[config.mk]
export PLATFORM = sky130hd
export DESIGN_NAME = ps2_key_tracker_flat
export DESIGN_NICKNAME = d
export VERILOG_FILES = /design/src/rtl/ps2_key_tracker_pkg.sv /design/src/rtl/ps2_key_tracker_if.sv /design/src/rtl/ps2_slot_file.sv /design/src/rtl/ps2_key_tracker.sv /design/src/flat_wrapper.sv
export SDC_FILE = /design/constraint.sdc
export NUM_CORES = 1
export LEC_CHECK = 0
export CORE_MARGIN = 8
export CORE_UTILIZATION = 57
export CTS_CLUSTER_SIZE = 28
export DETAILED_ROUTE_END_ITERATION = 8
export PLACE_DENSITY = 0.83
export SLEW_MARGIN = 20
export SYNTH_ARGS = -nofsm -noshare
export SYNTH_HDL_FRONTEND = slang
export SYNTH_SLANG_ARGS = --single-unit
[constraint.sdc]
create_clock -name Clk -period 4.5 [get_ports Clk]
set_input_delay 1.35 -clock Clk [delete_from_list [all_inputs] [get_ports Clk]]
set_output_delay 1.35 -clock Clk [all_outputs]
set_load 0.02 [all_outputs]
[src/rtl/ps2_key_tracker_pkg.sv]
// Shared types and constants for the PS/2 scan-code set 2 key tracker.
package ps2_pkg;

    localparam int unsigned KEY_W    = 9;
    localparam int unsigned CNT_W    = 5;
    localparam int unsigned SKIP_W   = 3;
    localparam int unsigned SKIP_LEN = 7;

    localparam logic [7:0] PS2_EXT        = 8'hE0;
    localparam logic [7:0] PS2_BRK        = 8'hF0;
    localparam logic [7:0] PS2_PAUSE      = 8'hE1;
    localparam logic [7:0] PS2_BAT        = 8'hAA;
    localparam logic [7:0] PS2_FAKE_SHIFT = 8'h12;
    localparam logic [7:0] PS2_NUL        = 8'h00;
    localparam logic [7:0] PS2_ACK        = 8'hFA;
    localparam logic [7:0] PS2_RESEND     = 8'hFE;
    localparam logic [7:0] PS2_ERR        = 8'hFF;
    localparam logic [7:0] PS2_ECHO       = 8'hEE;

    typedef enum logic [2:0] {
        ST_IDLE,
        ST_EXT,
        ST_BRK,
        ST_EXT_BRK,
        ST_SKIP
    } ps2_state_e;

    typedef struct packed {
        logic       ext;
        logic [7:0] code;
    } key_t;

endpackage

[src/rtl/ps2_key_tracker_if.sv]
// Byte-stream input and key-state/event output bundle of the key tracker.
interface ps2_key_tracker_if
    import ps2_pkg::*;
#(
    parameter int unsigned NUM_SLOTS = 4
);
    logic [7:0]                 byte_in;
    logic                       byte_valid;
    logic                       clear_ovf;
    logic [NUM_SLOTS*KEY_W-1:0] keys_out;
    logic [NUM_SLOTS-1:0]       key_valid;
    logic [CNT_W-1:0]           key_count;
    logic                       evt_valid;
    key_t                       evt_key;
    logic                       evt_make;
    logic                       ovf;

    modport master (
        output byte_in, byte_valid, clear_ovf,
        input  keys_out, key_valid, key_count, evt_valid, evt_key, evt_make, ovf
    );

    modport slave (
        input  byte_in, byte_valid, clear_ovf,
        output keys_out, key_valid, key_count, evt_valid, evt_key, evt_make, ovf
    );
endinterface

[src/rtl/ps2_slot_file.sv]
// Ordered, compacted list of held keys with lookup/append/delete/clear and a sticky overflow flag.
module ps2_slot_file
    import ps2_pkg::*;
#(
    parameter int unsigned NUM_SLOTS = 4
) (
    input  logic                       Clk,
    input  logic                       Reset_n,
    input  logic                       make,
    input  logic                       brk,
    input  logic                       clr,
    input  logic                       clear_ovf,
    input  key_t                       key,
    output logic                       make_ok_c,
    output logic                       brk_ok_c,
    output logic [NUM_SLOTS*KEY_W-1:0] keys_out,
    output logic [NUM_SLOTS-1:0]       key_valid,
    output logic [CNT_W-1:0]           key_count,
    output logic                       ovf
);

    key_t                 slots_q   [NUM_SLOTS];
    key_t                 slots_d   [NUM_SLOTS];
    key_t                 slots_ext [NUM_SLOTS+1];
    logic [NUM_SLOTS-1:0] valid_q, valid_d;
    logic [NUM_SLOTS:0]   valid_ext;
    logic [CNT_W-1:0]     count_q, count_d;
    logic                 ovf_q, ovf_d;
    logic                 hit;
    logic [CNT_W-1:0]     hit_idx;

    // Next-state: one operation per cycle; a set of ovf wins over clear_ovf
    always_comb begin
        slots_d   = slots_q;
        valid_d   = valid_q;
        count_d   = count_q;
        ovf_d     = ovf_q;
        make_ok_c = 1'b0;
        brk_ok_c  = 1'b0;
        hit       = 1'b0;
        hit_idx   = '0;
        for (int unsigned i = 0; i < NUM_SLOTS; i++) begin
            slots_ext[i] = slots_q[i];
        end
        slots_ext[NUM_SLOTS] = '0;
        valid_ext            = {1'b0, valid_q};

        for (int unsigned i = 0; i < NUM_SLOTS; i++) begin
            if (!hit && valid_q[i] && (slots_q[i] == key)) begin
                hit     = 1'b1;
                hit_idx = CNT_W'(i);
            end
        end

        if (clear_ovf) begin
            ovf_d = 1'b0;
        end

        if (clr) begin
            for (int unsigned i = 0; i < NUM_SLOTS; i++) begin
                slots_d[i] = '0;
            end
            valid_d = '0;
            count_d = '0;
        end else if (make && !hit) begin
            if (count_q < CNT_W'(NUM_SLOTS)) begin
                for (int unsigned i = 0; i < NUM_SLOTS; i++) begin
                    if (CNT_W'(i) == count_q) begin
                        slots_d[i] = key;
                        valid_d[i] = 1'b1;
                    end
                end
                count_d   = count_q + CNT_W'(1);
                make_ok_c = 1'b1;
            end else begin
                ovf_d = 1'b1;
            end
        end else if (brk && hit) begin
            // Close the gap: everything above the released key moves down one slot
            for (int unsigned i = 0; i < NUM_SLOTS; i++) begin
                if (CNT_W'(i) >= hit_idx) begin
                    slots_d[i] = slots_ext[i+1];
                    valid_d[i] = valid_ext[i+1];
                end
            end
            count_d  = count_q - CNT_W'(1);
            brk_ok_c = 1'b1;
        end
    end

    always_ff @(posedge Clk or negedge Reset_n) begin
        if (!Reset_n) begin
            for (int unsigned i = 0; i < NUM_SLOTS; i++) begin
                slots_q[i] <= '0;
            end
            valid_q <= '0;
            count_q <= '0;
            ovf_q   <= 1'b0;
        end else begin
            slots_q <= slots_d;
            valid_q <= valid_d;
            count_q <= count_d;
            ovf_q   <= ovf_d;
        end
    end

    always_comb begin
        keys_out = '0;
        for (int unsigned i = 0; i < NUM_SLOTS; i++) begin
            keys_out[i*KEY_W +: KEY_W] = slots_q[i];
        end
    end

    assign key_valid = valid_q;
    assign key_count = count_q;
    assign ovf       = ovf_q;

endmodule

[src/rtl/ps2_key_tracker.sv]
// Scan-code set 2 parser feeding a held-key slot file; emits registered make/break events.
module ps2_key_tracker
    import ps2_pkg::*;
#(
    parameter int unsigned NUM_SLOTS   = 4,
    parameter int unsigned TIMEOUT_CYC = 100000
) (
    input logic               Clk,
    input logic               Reset_n,
    ps2_key_tracker_if.slave  bus
);

    localparam int unsigned TMR_W = $clog2(TIMEOUT_CYC + 1);

    ps2_state_e        state_q, state_d;
    logic [TMR_W-1:0]  tmr_q, tmr_d;
    logic [SKIP_W-1:0] skip_q, skip_d;
    logic              make_c, brk_c, clr_c;
    key_t              key_c;
    logic              make_ok_c, brk_ok_c;
    logic              evt_valid_q, evt_make_q;
    key_t              evt_key_q;

    // Parser next-state, idle timeout and slot-file commands
    always_comb begin
        state_d = state_q;
        tmr_d   = tmr_q;
        skip_d  = skip_q;
        make_c  = 1'b0;
        brk_c   = 1'b0;
        clr_c   = 1'b0;
        key_c   = '{ext: 1'b0, code: bus.byte_in};

        if (bus.byte_valid) begin
            tmr_d = '0;
            unique case (state_q)
                ST_IDLE: begin
                    case (bus.byte_in)
                        PS2_EXT:   state_d = ST_EXT;
                        PS2_BRK:   state_d = ST_BRK;
                        PS2_PAUSE: begin
                            state_d = ST_SKIP;
                            skip_d  = SKIP_W'(SKIP_LEN);
                        end
                        PS2_BAT:   clr_c = 1'b1;
                        PS2_NUL, PS2_ACK, PS2_RESEND, PS2_ERR, PS2_ECHO: begin
                        end
                        default:   make_c = 1'b1;
                    endcase
                end
                ST_EXT: begin
                    key_c.ext = 1'b1;
                    if (bus.byte_in == PS2_BRK) begin
                        state_d = ST_EXT_BRK;
                    end else begin
                        make_c  = (bus.byte_in != PS2_FAKE_SHIFT);
                        state_d = ST_IDLE;
                    end
                end
                ST_BRK: begin
                    brk_c   = 1'b1;
                    state_d = ST_IDLE;
                end
                ST_EXT_BRK: begin
                    key_c.ext = 1'b1;
                    brk_c     = (bus.byte_in != PS2_FAKE_SHIFT);
                    state_d   = ST_IDLE;
                end
                ST_SKIP: begin
                    skip_d = skip_q - SKIP_W'(1);
                    if (skip_d == '0) begin
                        state_d = ST_IDLE;
                    end
                end
                default: state_d = ST_IDLE;
            endcase
        end else if (state_q != ST_IDLE) begin
            // A stalled prefix is abandoned so a lost byte cannot corrupt the next code
            if (tmr_q == TMR_W'(TIMEOUT_CYC - 1)) begin
                state_d = ST_IDLE;
                tmr_d   = '0;
            end else begin
                tmr_d = tmr_q + TMR_W'(1);
            end
        end
    end

    always_ff @(posedge Clk or negedge Reset_n) begin
        if (!Reset_n) begin
            state_q     <= ST_IDLE;
            tmr_q       <= '0;
            skip_q      <= '0;
            evt_valid_q <= 1'b0;
            evt_key_q   <= '0;
            evt_make_q  <= 1'b0;
        end else begin
            state_q     <= state_d;
            tmr_q       <= tmr_d;
            skip_q      <= skip_d;
            evt_valid_q <= make_ok_c | brk_ok_c;
            if (make_ok_c || brk_ok_c) begin
                evt_key_q  <= key_c;
                evt_make_q <= make_ok_c;
            end
        end
    end

    ps2_slot_file #(
        .NUM_SLOTS (NUM_SLOTS)
    ) u_slots (
        .Clk       (Clk),
        .Reset_n   (Reset_n),
        .make      (make_c),
        .brk       (brk_c),
        .clr       (clr_c),
        .clear_ovf (bus.clear_ovf),
        .key       (key_c),
        .make_ok_c (make_ok_c),
        .brk_ok_c  (brk_ok_c),
        .keys_out  (bus.keys_out),
        .key_valid (bus.key_valid),
        .key_count (bus.key_count),
        .ovf       (bus.ovf)
    );

    assign bus.evt_valid = evt_valid_q;
    assign bus.evt_key   = evt_key_q;
    assign bus.evt_make  = evt_make_q;

endmodule

[src/flat_wrapper.sv]
// flat-port wrapper written by rule: the top's interface ports become plain ports
module ps2_key_tracker_flat import ps2_pkg::*;
#(
    parameter int unsigned NUM_SLOTS   = 4,
    parameter int unsigned TIMEOUT_CYC = 100000
)
  (Clk, Reset_n, bus_byte_in, bus_byte_valid, bus_clear_ovf, bus_keys_out, bus_key_valid, bus_key_count, bus_evt_valid, bus_evt_key, bus_evt_make, bus_ovf);
  ps2_key_tracker_if #(.NUM_SLOTS(NUM_SLOTS)) bus_i ();
  input logic Clk;
  input logic Reset_n;
  input wire logic [$bits(bus_i.byte_in)-1:0] bus_byte_in;
  input wire logic [$bits(bus_i.byte_valid)-1:0] bus_byte_valid;
  input wire logic [$bits(bus_i.clear_ovf)-1:0] bus_clear_ovf;
  output wire logic [$bits(bus_i.keys_out)-1:0] bus_keys_out;
  output wire logic [$bits(bus_i.key_valid)-1:0] bus_key_valid;
  output wire logic [$bits(bus_i.key_count)-1:0] bus_key_count;
  output wire logic [$bits(bus_i.evt_valid)-1:0] bus_evt_valid;
  output wire logic [$bits(bus_i.evt_key)-1:0] bus_evt_key;
  output wire logic [$bits(bus_i.evt_make)-1:0] bus_evt_make;
  output wire logic [$bits(bus_i.ovf)-1:0] bus_ovf;
  assign bus_i.byte_in = bus_byte_in;
  assign bus_i.byte_valid = bus_byte_valid;
  assign bus_i.clear_ovf = bus_clear_ovf;
  assign bus_keys_out = bus_i.keys_out;
  assign bus_key_valid = bus_i.key_valid;
  assign bus_key_count = bus_i.key_count;
  assign bus_evt_valid = bus_i.evt_valid;
  assign bus_evt_key = bus_i.evt_key;
  assign bus_evt_make = bus_i.evt_make;
  assign bus_ovf = bus_i.ovf;
  ps2_key_tracker #(.NUM_SLOTS(NUM_SLOTS), .TIMEOUT_CYC(TIMEOUT_CYC)) u_core (.Clk(Clk), .Reset_n(Reset_n), .bus(bus_i));
endmodule
# Yosys cells after proc, flatten, opt, wreduce, memory -nomap -nowiden

Cells that the tools add are included.

Memory bits (writable): 0
Output and inout port bits: 57
Logic and storage cells: 164
Bits in latches: 0
Bits of input ports: 12
Memories kept: 0
Bits in read-only memories: 0
Flip-flop bits (word level): 80

Bitwise logic cells: 1
Magnitude comparators: 5
Equal/unequal tests: 29
$add $sub $neg: 4
Reduce and logical (&&, ||, !) cells: 36
Shifts and indexed selects: 0
Multipliers: 0
Multiplexer cells: 68
Divide/modulo/power cells: 0

Operator list:

| operator              | number |
|---|---|
| $mux 36               | 4 |
| $mux 9                | 8 |
| $eq 8x8->1 const B    | 8 |
| $mux 17               | 3 |
| $eq 9x9->1            | 4 |
| $mux 1                | 32 |
| $mux 5                | 6 |
| $reduce_and 4->1      | 5 |
| $pmux 3 s3            | 2 |
| $reduce_bool 3->1     | 6 |
| $add 17x1->17 const B | 1 |
| $eq 17x17->1 const B  | 1 |
| $mux 4                | 4 |
| $mux 3                | 5 |
| $ne 3x1->1 const B    | 5 |
| $eq 2x5->1 const A    | 2 |
| $ge 1x5->1 const A    | 2 |
| $ge 2x5->1 const A    | 2 |
| $logic_and 1x1->1     | 9 |
| $reduce_or 9->1       | 1 |
| $logic_not 8->1       | 1 |
| $ne 8x5->1 const B    | 1 |
| $eq 3x2->1 const B    | 2 |
| $logic_not 3->1       | 2 |
| other kinds (21)      | 27 |

# Logic depth before layout (Yosys ltp)

Depth in word-level cells: 24
Gate-level depth with buffers: 11
Gate-level depth less buffers: 8

# Modules after synthesis

From an unflattened synthesis, not the netlist that was laid out.

Cells, all modules: 490
Area total of the unflattened synthesis: 4,842.1 um^2

By module, submodules not included:

| module          | instances | cells each | area an instance (um^2) | sequential area each (um^2) |
|---|---|---|---|---|
| ps2_slot_file   | 1         | 301        | 2,974.1                 | 1,151.1 |
| ps2_key_tracker | 1         | 189        | 1,868.0                 | 850.8 |

# Least setup slack after synthesis

OpenSTA, ideal clock, no wires.

Kind: input-to-reg
From: input bus_byte_in[3]
To: register u_core.u_slots.slots_q, in the netlist u_core.u_slots.keys_out[18]
Library setup time: 125 ps
Path buffers: 2
Stages on the path: 9
Arrival time: 3,366 ps
Required time: 4,375 ps
Setup slack: 1,010 ps
Cell sequence: buf_4 -> xnor2_1 -> nand4_1 -> or4_4 -> and4_1 -> o21ai_2 -> o32a_1 -> buf_4 -> mux2_2

Cells in the longest elaborated chain, start to end: 19
Elaborated cells between the ends (all ways): 52
Classes of those cells: order compare (1); eq/ne (15); mux (18); reduce/logical (18)

Ends and longest elaborated chain:

| what                                                | line                 | text |
|---|---|---|
| start, declared                                     | flat_wrapper.sv:11   | `input wire logic [$bits(bus_i.byte_in)-1:0] bus_byte_in;` |
| branches (longest 19 deep; another with $eq 9x9->1) | n/a                  |  |
| end signal, assigned                                | ps2_slot_file.sv:100 | `slots_q <= slots_d;` |
| end, declared                                       | ps2_slot_file.sv:22  | `key_t slots_q [NUM_SLOTS];` |

Parallel ways; which one is timed is not known.
A chain may end at the register's enable or synchronous reset.

# Worst setup path in the final report

From: input bus_byte_in[7]
To: register u_core.u_slots.slots_q, in the netlist u_core.u_slots.keys_out[2]

Same word-level chain as after synthesis.

==> impl_metrics.tcl <==
set metrics [dict create \
    run_status "finished clean" \
    worstSetupEndpointType "register" \
    clk_pin_slew_worst_paths_ns 0.08 \
    cts.path.max_buffers 2 \
    die_y_um 107 \
    crit_path_start_kind "input pin" \
    first_pass_iters 5 \
    max_freq_ghz 0.241 \
    drv_slew 0 \
    cts_tree "yes" \
    fin_crit_sh_pct 92.3 \
    place_congestion 0.936 \
    ys_seq_area_share_pct 42.3 \
    hold_viol 0 \
    drt.antenna.violating_nets 0 \
    worst_pin_slew_ns 0.973 \
    regToRegSetupSlack_ns 1.40 \
    pin_count 69 \
    drive_above_1_share_pct 15.3 \
    synth.distinct_cells 60 \
    drv_cap 0 \
    cts_resized 0 \
    core_area_mm2 0.00813 \
    area_growth_pct 21.8 \
    vias 3934 \
    postCtsSetupBuffers 0 \
    ys_seq_elements 80 \
    dieWidth_um 107 \
    cts_hold_buf 0 \
    crit_fanout 13 \
    antenna_found_initial 0 \
    drt_iter0_drc 250 \
    yosysWarnings 0 \
    grt_pass1_wl_mm 20.7 \
    wl_per_cell_um 20.2 \
    grt_usage_pct 22.6 \
    dp_slack_ns 0.0854 \
    design.die.area_mm2 0.0115 \
    routed_wl_mm 12.7 \
    avgSynthCellArea_um2 10.6 \
    fin_nets 540 \
    async_reset_ff_share_pct 100 \
    cts_root_buffer "clkbuf_8" \
    syn-num-nets 467 \
    worst_slack_ns 0.346 \
    drc 0 \
    grt_pass1_vias 3847 \
    p_per_area_mw_per_mm2 453 \
    gr-total-overflow 0 \
    cts.sinks 80 \
    numCtsBuffers 9 \
    critPathKind "input pin to register" \
    max_slew_margin_pct 34.6 \
    rows 33 \
    netlist_instances 447 \
    rsz0062_at_grt "no" \
    viasPerCell 6.25 \
    h-tree-depth 3 \
    worstPathRequired_ns 4.73 \
    antenna_cells 0 \
    grt_max_degree 81 \
    synth_edf_count 0 \
    hpwl_mm 8.94 \
    leakagePower_uw 0.00264 \
    period_minus_slack_ns 4.15 \
    synth_ff_type "dfrtp_1" \
    arrival_ns 4.39 \
    syn_area_mm2 0.00474 \
    ir_drop_v 0.000339 \
    clock_latency_ns 0.35 \
    min_path_type "register to register" \
    start_util_pct 58.2 \
    final-setup-viol-count 0 \
    setup_tns_ns 0 \
    io_buffers 68 \
    fin_skew_ns 0.0121 \
]
power by group:
group,switching (uW),internal [uW]
registers,149,848
clock network,256,382
logic,518,461
total,924,1690
logic make-up (layout without fill, tap and decap cells):
logic type / count (synthesis) / count (layout) / share of synthesized area (%)
xor+xnor: 47 / 47 / 8.69
mux: 46 / 46 / 11.7
compound gates: 90 / 90 / 14.5
simple gates: 138 / 138 / 15.9
fa+ha+maj: 8 / 8 / 2.11
flops: 80 / 80 / 42.3
buf+inv: 38 / 115 / 4.86
final timing paths:
check / from / end / cells past startpoint
setup / recovery: bus_byte_in[7] / u_core.u_slots.keys_out[2] / 8
min in group asynchronous: Reset_n / u_core.tmr_q[13] / 1
setup reg to reg: u_core.state_q[2] / u_core.u_slots.keys_out[35] / 7
hold reg to reg: u_core.bus.evt_make / u_core.bus.evt_make / 2
max in group asynchronous: Reset_n / u_core.u_slots.keys_out[2] / 1
hold / removal: u_core.bus.evt_make / u_core.bus.evt_make / 2
Yosys cell counts (all sizes together) (10+ instances only):
cell type	n	area (um2)
nand4	10	62.6
buf	21	166
a21oi	11	92.6
o21ai	19	98.9
dfrtp	80	2000
nand2	31	119
xnor2	20	175
nor2	27	104
inv	14	52.6
nand3	14	75.1
a21o	17	128
mux2	41	503
and3	12	75.1
nor3	10	60.1
xor2	27	236
a22o	10	87.6
state kept, by name, indices dropped and copies added, names as in the netlist:
register / cells
u_core.u_slots.key_count: 5
u_core.u_slots.key_valid: 4
u_core.skip_q: 3
u_core.bus.evt_make: 1
u_core.u_slots.ovf: 1
u_core.bus.evt_key: 9
u_core.state_q: 3
u_core.tmr_q: 17
u_core.bus.evt_valid: 1
u_core.u_slots.keys_out: 36
stage by stage:
| stage | instance area (um2) | util (%) | std cells | hold WS [ns] | total power [uW] |
|---|---|---|---|---|---|
| 3_5_place_dp | 5530 | 68.0 | 614 | 0.473 | 1970 |
| 2_1_floorplan | 4740 | - | 447 | 0.442 | 1570 |
| 4_1_cts | 5760 | 70.9 | 629 | 0.492 | 2610 |
| 3_3_place_gp | 5530 | 68.0 | 614 | 0.462 | 1940 |
| 5_1_grt | 5770 | 70.9 | 629 | 0.508 | 2740 |
| 6_report | 5770 | 70.9 | 629 | 0.486 | 2610 |
metal layers:
layer | track usage (%) | part of all wire, % | vias to the layer above
li1 | - | - | 1758
met1 | 30.8 | 44 | 1989
met2 | 34.3 | 47 | 167
met3 | 5.40 | 7.2 | 20
met4 | 7.44 | 1.6 | 0
met5 | 0 | 0 | -
worst max-delay path, stage by stage:
cell and delay [ns]:
clkdlybuf4s50_1 0.90, xnor2_1 0.20, nand3_1 0.16, or4_4 0.45
nand4_1 0.31, nor2_2 0.09, a31o_1 0.50, mux2_4 0.42
cell type report:
| cell class | instances | area (um2) |
|---|---|---|
| Multi-Input combinational cell | 329 | 2500 |
| Fill cell | 591 | 2370 |
| Sequential cell | 80 | 2000 |
| Timing Repair Buffer | 86 | 842 |
| Clock buffer | 12 | 145 |
| Tap cell | 105 | 131 |
| Clock inverter | 3 | 90.1 |
| Inverter | 14 | 52.6 |
cell usage in the layout (no fill, tap or decap), types with 7 or more instances in the layout:
cell	synthesis	final
dfrtp_1	80	80
clkdlybuf4s50_1	0	67
mux2_2	18	18
inv_1	14	14
xor2_1	27	27
a21o_1	17	17
ha_1	8	8
nor2_1	26	26
mux2_1	12	12
o21ai_0	16	16
nor3_1	8	8
buf_4	7	16
nand4_1	10	10
a22o_1	10	10
clkbuf_8	0	10
xnor2_1	20	20
nand3_1	13	13
and3_1	12	12
nand2_1	30	30
a21oi_1	7	7
mux2_4	11	11
No activity file was read; power rests on OpenSTA's default activity.
